===== src/rtl/peripheral_bus_pkg.sv =====
// peripheral_bus_pkg: shared state encoding and bus width constants for the peripheral bus initiator
package peripheral_bus_pkg;
  typedef enum logic [1:0] {ST_IDLE, ST_ACCESS, ST_RESPOND} state_e;
  localparam int PB_ADDRESS_WIDTH = 24;
  localparam int PB_DATA_WIDTH = 32;
  localparam int PB_SELECT_WIDTH = 4;
  localparam logic [PB_DATA_WIDTH-1:0] PERIPHERAL_BUS_ERROR_DATA = 32'hFFFF_FFFF;
endpackage


===== src/rtl/peripheral_bus_timeout.sv =====
// peripheral_bus_timeout: access-length counter that flags when TIMEOUT_CYCLES has been reached
module peripheral_bus_timeout #(
  parameter int TIMEOUT_CYCLES = 255
) (
  input  logic clk,
  input  logic rst,
  input  logic clr,
  input  logic en,
  output logic expired
);
  localparam int W = $clog2(TIMEOUT_CYCLES + 1);
  logic [W-1:0] cnt_q, cnt_d;
  always_comb cnt_d = clr ? '0 : en ? cnt_q + W'(1) : cnt_q;
  always_ff @(posedge clk) begin
    if (rst) cnt_q <= '0;
    else     cnt_q <= cnt_d;
  end
  assign expired = cnt_q == W'(TIMEOUT_CYCLES);
endmodule


===== src/rtl/peripheral_bus_initiator.sv =====
// peripheral_bus_initiator: bridges single Wishbone-classic transfers onto one peripheral-bus access
module peripheral_bus_initiator
  import peripheral_bus_pkg::*;
#(
  parameter int ADDRESS_WIDTH  = PB_ADDRESS_WIDTH,
  parameter int TIMEOUT_CYCLES = 255
) (
  input  logic                       clk,
  input  logic                       rst,
  input  logic                       wb_cyc_i,
  input  logic                       wb_stb_i,
  input  logic                       wb_we_i,
  input  logic [PB_SELECT_WIDTH-1:0] wb_sel_i,
  input  logic [31:0]                wb_adr_i,
  input  logic [PB_DATA_WIDTH-1:0]   wb_data_i,
  output logic                       wb_ack_o,
  output logic                       wb_error_o,
  output logic [PB_DATA_WIDTH-1:0]   wb_data_o,
  output logic                       peripheralBus_we,
  output logic                       peripheralBus_oe,
  input  logic                       peripheralBus_busy,
  output logic [ADDRESS_WIDTH-1:0]   peripheralBus_address,
  output logic [PB_SELECT_WIDTH-1:0] peripheralBus_byteSelect,
  output logic [PB_DATA_WIDTH-1:0]   peripheralBus_dataWrite,
  input  logic [PB_DATA_WIDTH-1:0]   peripheralBus_dataRead,
  input  logic                       requestOutput
);
  state_e state_q, state_d;
  logic we_q, we_d, oe_q, oe_d, ack_q, ack_d, err_q, err_d;
  logic [ADDRESS_WIDTH-1:0] adr_q, adr_d;
  logic [PB_SELECT_WIDTH-1:0] sel_q, sel_d;
  logic [PB_DATA_WIDTH-1:0] wdat_q, wdat_d, rdat_q, rdat_d;
  logic expired, done, unused_adr;
  assign unused_adr = ^wb_adr_i[31:ADDRESS_WIDTH];
  peripheral_bus_timeout #(.TIMEOUT_CYCLES(TIMEOUT_CYCLES)) u_timeout (
    .clk     (clk),
    .rst     (rst),
    .clr     (state_q != ST_ACCESS),
    .en      (state_q == ST_ACCESS),
    .expired (expired)
  );
  // An access ends when the responder releases busy or the timeout hits; a master abort wins over both.
  assign done = wb_cyc_i && (!peripheralBus_busy || expired);
  always_comb begin
    state_d = state_q;
    we_d    = we_q;
    oe_d    = oe_q;
    adr_d   = adr_q;
    sel_d   = sel_q;
    wdat_d  = wdat_q;
    rdat_d  = rdat_q;
    ack_d   = 1'b0;
    err_d   = 1'b0;
    case (state_q)
      ST_IDLE: if (wb_cyc_i && wb_stb_i) begin
        state_d = ST_ACCESS;
        we_d    = wb_we_i;
        oe_d    = !wb_we_i;
        adr_d   = wb_adr_i[ADDRESS_WIDTH-1:0];
        sel_d   = wb_sel_i;
        wdat_d  = wb_data_i;
      end
      ST_ACCESS: if (!wb_cyc_i || done) begin
        state_d = done ? ST_RESPOND : ST_IDLE;
        we_d    = 1'b0;
        oe_d    = 1'b0;
        ack_d   = done;
        err_d   = done && (peripheralBus_busy || (oe_q && !requestOutput));
        rdat_d  = !(done && oe_q) ? rdat_q :
                  (peripheralBus_busy || !requestOutput) ? PERIPHERAL_BUS_ERROR_DATA :
                  peripheralBus_dataRead;
      end
      default: state_d = ST_IDLE;
    endcase
  end
  always_ff @(posedge clk) begin
    if (rst) begin
      state_q <= ST_IDLE;
      we_q    <= 1'b0;
      oe_q    <= 1'b0;
      adr_q   <= '0;
      sel_q   <= '0;
      wdat_q  <= '0;
      rdat_q  <= '0;
      ack_q   <= 1'b0;
      err_q   <= 1'b0;
    end else begin
      state_q <= state_d;
      we_q    <= we_d;
      oe_q    <= oe_d;
      adr_q   <= adr_d;
      sel_q   <= sel_d;
      wdat_q  <= wdat_d;
      rdat_q  <= rdat_d;
      ack_q   <= ack_d;
      err_q   <= err_d;
    end
  end
  assign wb_ack_o                 = ack_q;
  assign wb_error_o               = err_q;
  assign wb_data_o                = rdat_q;
  assign peripheralBus_we         = we_q;
  assign peripheralBus_oe         = oe_q;
  assign peripheralBus_address    = adr_q;
  assign peripheralBus_byteSelect = sel_q;
  assign peripheralBus_dataWrite  = wdat_q;
endmodule

===== config.mk =====
export PLATFORM = sky130hd
export DESIGN_NAME = peripheral_bus_initiator
export DESIGN_NICKNAME = d
export VERILOG_FILES = /design/src/rtl/peripheral_bus_pkg.sv /design/src/rtl/peripheral_bus_timeout.sv /design/src/rtl/peripheral_bus_initiator.sv
export SDC_FILE = /design/constraint.sdc
export NUM_CORES = 1
export LEC_CHECK = 0
export BUFFER_PORTS_ARGS = -buffer_cell sky130_fd_sc_hd__buf_2
export CORE_ASPECT_RATIO = 1.4
export CORE_UTILIZATION = 49
export CTS_BUF_LIST = sky130_fd_sc_hd__clkbuf_8 sky130_fd_sc_hd__clkbuf_16
export CTS_CLUSTER_DIAMETER = 100
export DETAILED_ROUTE_END_ITERATION = 8
export PLACE_DENSITY = 0.85
export SLEW_MARGIN = 5
export SYNTH_ARGS = -nofsm -noshare
export SYNTH_HDL_FRONTEND = slang
export SYNTH_HIERARCHICAL = 1
export SYNTH_SLANG_ARGS = --single-unit

===== constraint.sdc =====
create_clock -name clk -period 4.1 [get_ports clk]
set_clock_uncertainty 0.2 [all_clocks]
set_input_delay 0.205 -clock clk [delete_from_list [all_inputs] [get_ports clk]]
set_output_delay 0.205 -clock clk [all_outputs]
set_load 0.005 [all_outputs]

# Yosys cells after proc, flatten, opt, wreduce, memory -nomap -nowiden
# Index checks and enable logic that the tools add are counted.
# totals
reg_bits,106
elab_cells,49
input_bits,107
out_inout_bits,96
# classes
bitwise,2
n_eq_ne,5
muxes,10
add_sub_neg,1
n_reduce_logical,21
# ops
operator,n
two-way mux 32 bit,1
"adder 8 x 1 -> 8 bit, second input constant",1
"== test 8 bit, second input constant",1
two-way mux 2 bit,3
AND reduction 3 bit,2
logical AND 1 bit,5
zero test 1 bit,4
logical OR 1 bit,4
"inequality test 2 bit, second input constant",2
case mux 1 bit (2 select lines),2
case mux 2 bit (2 select lines),1
AND reduction 2 bit,2
two-way mux 1 bit,3
OR reduction 3 bit,1
"== test 2 x 1 -> 1 bit, second input constant",1
zero test 2 bit,1
"inequality test 2 x 1 -> 1 bit, second input constant",1
NOT 1 bit,2
nonzero test 2 bit,1
OR reduction 2 bit,1

# Depth between registers and ports, before layout
# Gate-level depths: netlist (run 1).
# depth
word_depth,6
depth_mapped,9

# By module
# The synthesis (run 1) kept the hierarchy.
# modules_own_cells
module,area_each_um2,instances,cells_each
peripheral_bus_initiator,3748.6,1,437
peripheral_bus_timeout,354.1,1,40

# Worst setup path after synthesis (run 1)
# OpenSTA, ideal clock, no wires.
# synth_timing
path_kind,register -> register
start,reg u_timeout.cnt_q[0]
end,"reg rdat_q[10], in the netlist wb_data_o[10]"
setup_ns,0.081
path_stages_with_launch,9
slack_ns,2.202
t_arrival_ns,1.616
period_less_slack_ns,1.898
n_path_buf,2
path_cell_list,dfxtp_1 > ha_1 > nand3_1 > nor2_1 > nand2b_1 > clkbuf_1 > clkbuf_1 > a21oi_1 > a211oi_2
# synth_via
elab_chain_cells,5
elab_cells_between_ends,6
# synth_lines
item,line_no,source
from (decl),peripheral_bus_timeout.sv:12,"logic [W-1:0] cnt_q, cnt_d;"
from (signal assigned),peripheral_bus_timeout.sv:16,else cnt_q <= cnt_d;
== test 8 bit *,peripheral_bus_timeout.sv:18,assign expired = cnt_q == W'(TIMEOUT_CYCLES);
via expired,peripheral_bus_initiator.sv:33,"logic expired, done, unused_adr;"
logical OR 1 bit *,peripheral_bus_initiator.sv:43,assign done = wb_cyc_i && (!peripheralBus_busy || expired);
logical AND 1 bit *,peripheral_bus_initiator.sv:43,
logical OR 1 bit / logical AND 1 bit (equally long branches),"peripheral_bus_initiator.sv:63, peripheral_bus_initiator.sv:69",
AND reduction 3 bit (no line) *,n/a,
to (signal assigned),peripheral_bus_initiator.sv:94,rdat_q <= rdat_d;
to (decl),peripheral_bus_initiator.sv:32,"logic [PB_DATA_WIDTH-1:0] wdat_q, wdat_d, rdat_q, rdat_d;"
# Mark *: on every way through the listed nets, which the timed path passes. The rest lies on a longest branch.
# A chain may end at the register's enable or synchronous reset.

# Worst setup path in the final report (run 1)
# layout_timing
start,in wb_cyc_i
end,"reg adr_q[2], in the netlist peripheralBus_address[2]"
# layout_via
elab_chain_cells,2
# layout_lines
item,line_no,source
from (decl),peripheral_bus_initiator.sv:10,"input logic wb_cyc_i,"
logical AND 1 bit,peripheral_bus_initiator.sv:55,ST_IDLE: if (wb_cyc_i && wb_stb_i) begin
AND reduction 2 bit (no line),n/a,
to (signal assigned),peripheral_bus_initiator.sv:91,adr_q <= adr_d;
to (decl),peripheral_bus_initiator.sv:30,"logic [ADDRESS_WIDTH-1:0] adr_q, adr_d;"
# Every way passes these cells.

==> results of run 1 <==
-- power by group --
part           internal, µW  switching (µW)
Sequential             1060            17.4
Clock                   456             361
Combinational           123             122
Total                  1640             501
-- worst reg2reg max path, cell delays in order, from the launching register on --
cell	delay [ps]
dfxtp_1	410
ha_1	220
nand3_1	80
nor2_1	140
nand2b_1	120
buf_4	310
and2_4	560
a211oi_1	150
-- final cells by class --
type | instances | share of cell area
diodes | 1 | 0.000417
clock buffers | 12 | 0.0444
clock inverters | 4 | 0.00313
inverters | 1 | 0.000626
multi-input cells | 328 | 0.295
flip-flops and latches | 106 | 0.354
well taps | 102 | 0.0213
repair buffers | 266 | 0.281
-- worst max path at each step --
stage / end / cells past startpoint / slack (ps) / start
global route: wb_data_o[0]$_SDFFE_PP0P_ / 7 / 1550 / u_timeout/cnt_q[0]$_SDFFE_PP0P_
finish: peripheralBus_address[2]$_SDFFE_PP0P_ / 5 / 1730 / wb_cyc_i
global placement: wb_data_o[0]$_SDFFE_PP0P_ / 7 / 1770 / u_timeout/cnt_q[0]$_SDFFE_PP0P_
floorplan: wb_data_o[10]$_SDFFE_PP0P_ / 8 / 2200 / u_timeout/cnt_q[0]$_SDFFE_PP0P_
detailed placement: wb_data_o[0]$_SDFFE_PP0P_ / 7 / 1750 / u_timeout/cnt_q[0]$_SDFFE_PP0P_
CTS: wb_data_o[0]$_SDFFE_PP0P_ / 7 / 1740 / u_timeout/cnt_q[0]$_SDFFE_PP0P_
-- routing by layer --
metal / part of all wire / wire length, µm / global-route usage
met5: 0 / 0 / 0
met4: 0.044 / 533 / 0.181
met3: 0.065 / 786 / 0.0691
met2: 0.50 / 6050 / 0.459
met1: 0.39 / 4690 / 0.294
-- stage by stage --
stage / instances / setup slack (ps) / util / instance area [µm²] / total power (µW)
2_1_floorplan: 477 / 2200 / - / 4100 / 1190
3_3_place_gp: 734 / 1770 / 0.616 / 5020 / 1280
3_5_place_dp: 734 / 1750 / 0.616 / 5020 / 1280
4_1_cts: 819 / 1740 / 0.736 / 6000 / 2140
5_1_grt: 819 / 1550 / 0.736 / 6000 / 2220
6_report: 820 / 1730 / 0.736 / 6000 / 2140
-- what timing repair did --
item	CTS	global route
setup endpoints to repair	0	0
hold endpoints to repair	68	0
hold buffers	69	0
resized for setup	0	0
setup buffers	0	0
-- cells in the mapped netlist, drive strengths merged, types with 2 or more instances --
library cell	number	area (µm²)
nand3	4	20.0
a21oi	99	495
nor4b	2	17.5
or3	3	18.8
nand4	4	31.3
o21ai	4	20.0
nor2b	2	12.5
nor2	38	143
nand2	122	458
and4b	2	20.0
xor2	3	26.3
clkbuf	25	93.8
a211oi	32	390
buf	17	116
nand2b	2	12.5
dfxtp	106	2120
-- state kept, by name, indices dropped and copies added, names as in the netlist --
signal                    count
wb_ack_o                      1
u_timeout/cnt_q               8
state_q                       2
wb_error_o                    1
peripheralBus_we              1
peripheralBus_oe              1
peripheralBus_dataWrite      32
peripheralBus_address        24
peripheralBus_byteSelect      4
wb_data_o                    32
-- logic make-up (layout without fill, tap and decap cells) --
| logic type | after synthesis | count (layout) | share of synthesized area |
|---|---|---|---|
| xor gates and xnor gates | 4 | 4 | 0.00854 |
| and+or+nand+nor | 184 | 184 | 0.190 |
| DFF | 106 | 106 | 0.517 |
| adders and majority gates | 1 | 1 | 0.00305 |
| AOI/OAI and AO/OA | 138 | 138 | 0.227 |
| muxes | 1 | 1 | 0.00244 |
| buffers and inverters | 43 | 283 | 0.0521 |
| other | 0 | 1 | 0 |
==> summary.md, run 1 <==
| Metric | Value |
|---|---|
| Status | finished, final reports clean |
| Setup TNS | 0 ps |
| Routed WL per cell | 14.7 µm |
| Hold path cells | 3 |
| Post-synth EDFFs | 0 |
| Actual slew at the worst max-slew pin | 1220 ps |
| Synthesized area per cell | 8.60 µm² |
| Initial DRC count | 211 |
| Arrival @ worst endpoint | ~2400 ps |
| Core Region | 8150 µm² |
| CP Launch Type | input port |
| Initial core utilization | 0.503 |
| Clock Tree Buf Depth | 2 |
| R2r worst-path depth | 7 |
| Synthesis-stage register bit count | between 100 and 150 |
| Final setup vio count | 0 |
| Critical R2R Launch | u_timeout/cnt_q[0]$_SDFFE_PP0P_ |
| Critical path's top delay family | simple AND/OR/NAND/NOR gates |
| Area Growth Syn to Fin | 46.2% |
| Hold slack | 7.33 ps |
| Seq/Total Area, Yosys | 0.517 |
| Hold Crit Class | in -> reg |
| Max Cap Viol | 0 |
| DRC violations left | 0 |
| Final count of hold timing violations | 0 |
| Worst endpoint required time | 4150 ps |
| DIE WIDTH | 79.3 µm |
| Sequential cell area | 2120 µm² |
| Overflow after GRT | 0 |
| Cells after Synth | ~480 |
| # IOs | 203 |
| Initial antenna violation count | 0 |
| Clock Sinks | 106 |
| Layout filler cell count | 556 |
| First-pass GRT wire length | 18300 µm |
| Nature of the critical path endpoint | register |
| Area of the multi-input gates | 1770 µm² |
| Maximum number of pins on one net before global-route repair | 99 |
| Power density over the cells | about 360 nW/µm² |
| Final HPWL DP | around 6700 µm |
| Vias | 4323 |
| Cell Area, Synth | 4100 µm² |
| Nets | between 800 and 900 |
| Root Driver | clkbuf_16 |
| # rows | 39 |
| Unrepaired setup endpoints after global routing | false |
| Hold_sp | peripheralBus_dataRead[22] |
| Crit path largest cell delay | roughly 1100 ps |
| Most frequent cells in the layout | 193 x buf_2, 122 x nand2_1, 106 x dfxtp_1 |
| TritonRoute pass-1 iters | 4 |
| Routed Antenna Nets | 0 |
| Inserted Clock Buffers | 9 |
| Synth unique cells | 31 |
| Critical-path maximum fanout | ~60 |
| Slowest cell on crit path | and4bb_2 |
| Die height | 110 µm |
| Leak Pwr | 0.00264 µW |
| Syn_nets | 585 |
| Terminus of the critical flop-to-flop path | wb_data_o[0]$_SDFFE_PP0P_ |
| Total global-route track usage | 0.269 |
| Wirelength, routed | 12100 µm |
| IO Port Bufs | just under 200 |
| R2r setup slk | 1740 ps |
| Clock transition at path regs | around 70 ps |
| CTS tree | yes |
| Layout cell share with drive strength beyond 1 | 0.342 |
| Share of the clock period used by the worst path | 0.579 |
| Async SR Flop Fraction | 0 |
| Minimum clock period | around 2400 ps |
| Buffers and inverters on the worst path | 2 |
| Vias in the first global route | 4124 |
| RD Place Congestion | roughly 0.74 |
| H-tree Lvls | 3 |
| Die ar. | 8750 µm² |
| Top_reg_cell synth | dfxtp_1 |
| Critical path class | in -> reg |
| DR vias/cell | 5.27 |
| Synth warnings | 6 |
| Worst IR drop on VDD | 0.295 mV |
| Fmax | approximately 420 MHz |
| Relative slew slack | 0.187 |
| End of the worst hold path | wb_data_o[22]$_SDFFE_PP0P_ |
| Most common cell after layout, fill and taps aside | buf_2 |
| Worst skew pair latency | 330 ps |
| Critical-path cell list | dlygate4sd3_1, buf_2, and4bb_2, nand2_1, a21oi_1 |
| Slew Viols, Final | 0 |
No activity file was read; power rests on OpenSTA's default activity.
==> run 2: changes to the inputs <==
--- a/config.mk
+++ b/config.mk
@@ -7,11 +7,11 @@
 export LEC_CHECK = 0
 export BUFFER_PORTS_ARGS = -buffer_cell sky130_fd_sc_hd__buf_2
 export CORE_ASPECT_RATIO = 1.4
-export CORE_UTILIZATION = 49
+export CORE_UTILIZATION = 46
 export CTS_BUF_LIST = sky130_fd_sc_hd__clkbuf_8 sky130_fd_sc_hd__clkbuf_16
 export CTS_CLUSTER_DIAMETER = 100
 export DETAILED_ROUTE_END_ITERATION = 8
-export PLACE_DENSITY = 0.85
+export PLACE_DENSITY = 0.8
 export SLEW_MARGIN = 5
 export SYNTH_ARGS = -nofsm -noshare
 export SYNTH_HDL_FRONTEND = slang
==> constraint.sdc (replaced) <==
create_clock -name clk -period 2.48 [get_ports clk]
set_clock_uncertainty 0.2 [all_clocks]
set_input_delay 0.124 -clock clk [delete_from_list [all_inputs] [get_ports clk]]
set_output_delay 0.124 -clock clk [all_outputs]
set_load 0.005 [all_outputs]
==> run 2 against run 1 <==
Via count increased by 2.7%. First-iteration DRC count increased by 12%. Sequential share of layout area decreased by 1.8 points. Non-clock buffer count increased by 31. Sequential power increased by 65%. Largest power group unchanged.
==> summary.md, run 2 (synthesis results as in run 1) <==
| Metric | Value |
|---|---|
| Initial core utilization | 0.477 |
| Status | finished, final reports clean |
| Inst Count DP | 741 |
| Crit path from | u_timeout/cnt_q[0]$_SDFFE_PP0P_ |
| Wirelength, routed | 12800 µm |
| Power density over the cells | 570 nW/µm² |
| Reg power frac | 0.494 |
| Routed Antenna Nets | 0 |
| Terminus of the critical flop-to-flop path | wb_error_o$_SDFF_PP0_ |
| Die height | approximately 110 µm |
| R2r setup slk | 250 ps |
| CP Launch Type | register |
| Hold slack | between 20 and 30 ps |
| Minimum clock period | 2230 ps |
| Fmax | 448 MHz |
| Setup TNS | 0 ps |
| Nets | 851 |
| Nature of the critical path endpoint | register |
| Clock Sinks | roughly 110 |
| Switching Share | 0.227 |
| Share of power burned in combinational logic | 0.125 |
| DRC violations left | 0 |
| Arrival @ worst endpoint | 2310 ps |
| Net Switching | 818 µW |
| Critical path's top delay family | simple AND/OR/NAND/NOR gates |
| Buffers and inverters on the worst path | 1 |
| Hold path cells | 4 |
| End of the worst hold path | peripheralBus_oe$_SDFFE_PP0P_ |
| CTS tree | yes |
| Unrepaired setup endpoints after global routing | false |
| Worst IR drop on VDD | about 0.48 mV |
| # rows | 40 |
| IO Port Bufs | 194 |
| Area Growth Syn to Fin | 54.1% |
| Leak Pwr | 0.00278 µW |
| Overflow after GRT | 0 |
| Actual slew at the worst max-slew pin | 958 ps |
| Final HPWL DP | 6920 µm |
| Most frequent cells in the layout | 193 x buf_2, 122 x nand2_1, 106 x dfxtp_1 |
| Clock Tree Buf Depth | 2 |
| Slew Viols, Final | 0 |
| Final setup vio count | 0 |
| Cell-internal power | approximately 2800 µW |
| Vias in the first global route | 4406 |
| H-tree Lvls | 3 |
| Critical R2R Launch | u_timeout/cnt_q[0]$_SDFFE_PP0P_ |
| Clock share of power | 0.381 |
| Number of diodes | 0 |
| Critical-path cell list | ha_1, nand3_1, nor2_1, nor2b_1, nor4b_2, o21a_1, dlygate4sd3_1 |
| Maximum number of pins on one net before global-route repair | around 80 |
| Total Power | 3600 µW |
| # IOs | 203 |
| Most common cell after layout, fill and taps aside | buf_2 |
| Share of the clock period used by the worst path | 0.900 |
| Max Cap Viol | 0 |
| DR vias/cell | 5.21 |
| Vias | between 4000 and 5000 |
| Die ar. | 9310 µm² |
| TritonRoute pass-1 iters | 4 |
| Fin cells | 852 |
| Initial antenna violation count | 0 |
| Layout cell share with drive strength beyond 1 | 0.335 |
| Worst endpoint required time | about 2600 ps |
| Total global-route track usage | 0.275 |
| DIE WIDTH | 81.8 µm |
| Root Driver | clkbuf_16 |
| R2r worst-path depth | 7 |
| Core Region | approximately 8600 µm² |
| Inserted Clock Buffers | 9 |
| Clock transition at path regs | 60 ps |
| Critical-path maximum fanout | 5 |
| RD Place Congestion | 0.770 |
| Hold Crit Class | in -> reg |
| Worst skew pair latency | 330 ps |
| Crit path largest cell delay | 530 ps |
| Routed WL per cell | around 15 µm |
| First-pass GRT wire length | 19900 µm |
| Critical path class | reg -> reg |
| Final count of hold timing violations | 0 |
| Initial DRC count | 236 |
| Slowest cell on crit path | dlygate4sd3_1 |
| Hold_sp | wb_stb_i |
| Relative slew slack | 0.361 |
## run 2: cell types whose count changed in the layout (fill, tap and decap cells not counted)
cell	previous run	this run
nor4b_2	0	1
clkinv_2	0	2
inv_1	4	3
buf_4	4	7
buf_12	0	1
clkinvlp_4	1	0
diode_2	1	0
nor4b_1	2	1
bufinv_16	0	1
dlygate4sd3_1	69	96
clkbuf_8	3	1
## run 2: layout make-up
| class | count | area, µm² |
|---|---|---|
| clock buffers | 10 | 239 |
| clock inverters | 5 | 47.5 |
| fillers | 582 | 2290 |
| inverters | 1 | 3.75 |
| multi-input cells | 328 | 1780 |
| flip-flops and latches | 106 | 2120 |
| well taps | 105 | 131 |
| repair buffers | 297 | 2000 |
## run 2: repair_timing
action                                 in CTS  in global routing
gates resized for setup                     0                  1
endpoints found under the hold margin      98                  0
buffers inserted                            0                  0
setup endpoints to repair                   0                  1
hold buffers                               96                  0
## run 2: stage by stage
stage	cell area, µm²	worst slack, ps	utilization
6_report	6320	247	0.734
2_1_floorplan	4100	582	-
3_5_place_dp	5070	420	0.589
5_1_grt	6320	75.7	0.734
3_3_place_gp	5070	475	0.589
4_1_cts	6310	167	0.734
## run 2: worst reg2reg max path: cells and delay by family, from the launching register on
| kind | cells | cell delay [ps] |
|---|---|---|
| and+or+nand+nor | 4 | 670 |
| buffers and inverters | 1 | 530 |
| DFF | 1 | 400 |
| adders and majority gates | 1 | 210 |
| AOI/OAI and AO/OA | 1 | 160 |
## run 2: power by group through the flow
| stage | sequential, µW | clock [µW] | combinational [µW] |
|---|---|---|---|
| after global placement | 1810 | 0 | 306 |
| final | 1780 | 1370 | 451 |
| after detailed placement | 1820 | 0 | 316 |
| after floorplan | 1820 | 0 | 152 |
| after global routing | 1780 | 1470 | 489 |
| after CTS | 1780 | 1400 | 432 |
## run 2: worst max-delay path by stage
| stage | end | depth (start not counted) | slack [ps] |
|---|---|---|---|
| floorplan | wb_data_o[10]$_SDFFE_PP0P_ | 8 | 580 |
| global placement | wb_data_o[0]$_SDFFE_PP0P_ | 6 | 470 |
| detailed placement | wb_data_o[0]$_SDFFE_PP0P_ | 6 | 420 |
| CTS | wb_error_o$_SDFF_PP0_ | 7 | 170 |
| global route | wb_error_o$_SDFF_PP0_ | 7 | 80 |
| finish | wb_error_o$_SDFF_PP0_ | 7 | 250 |
## run 2: layer usage
layer / global-route usage / share of wire
met1: 0.286 / 0.37
met2: 0.500 / 0.53
met3: 0.0672 / 0.069
met4: 0.131 / 0.031
met5: 0 / 0
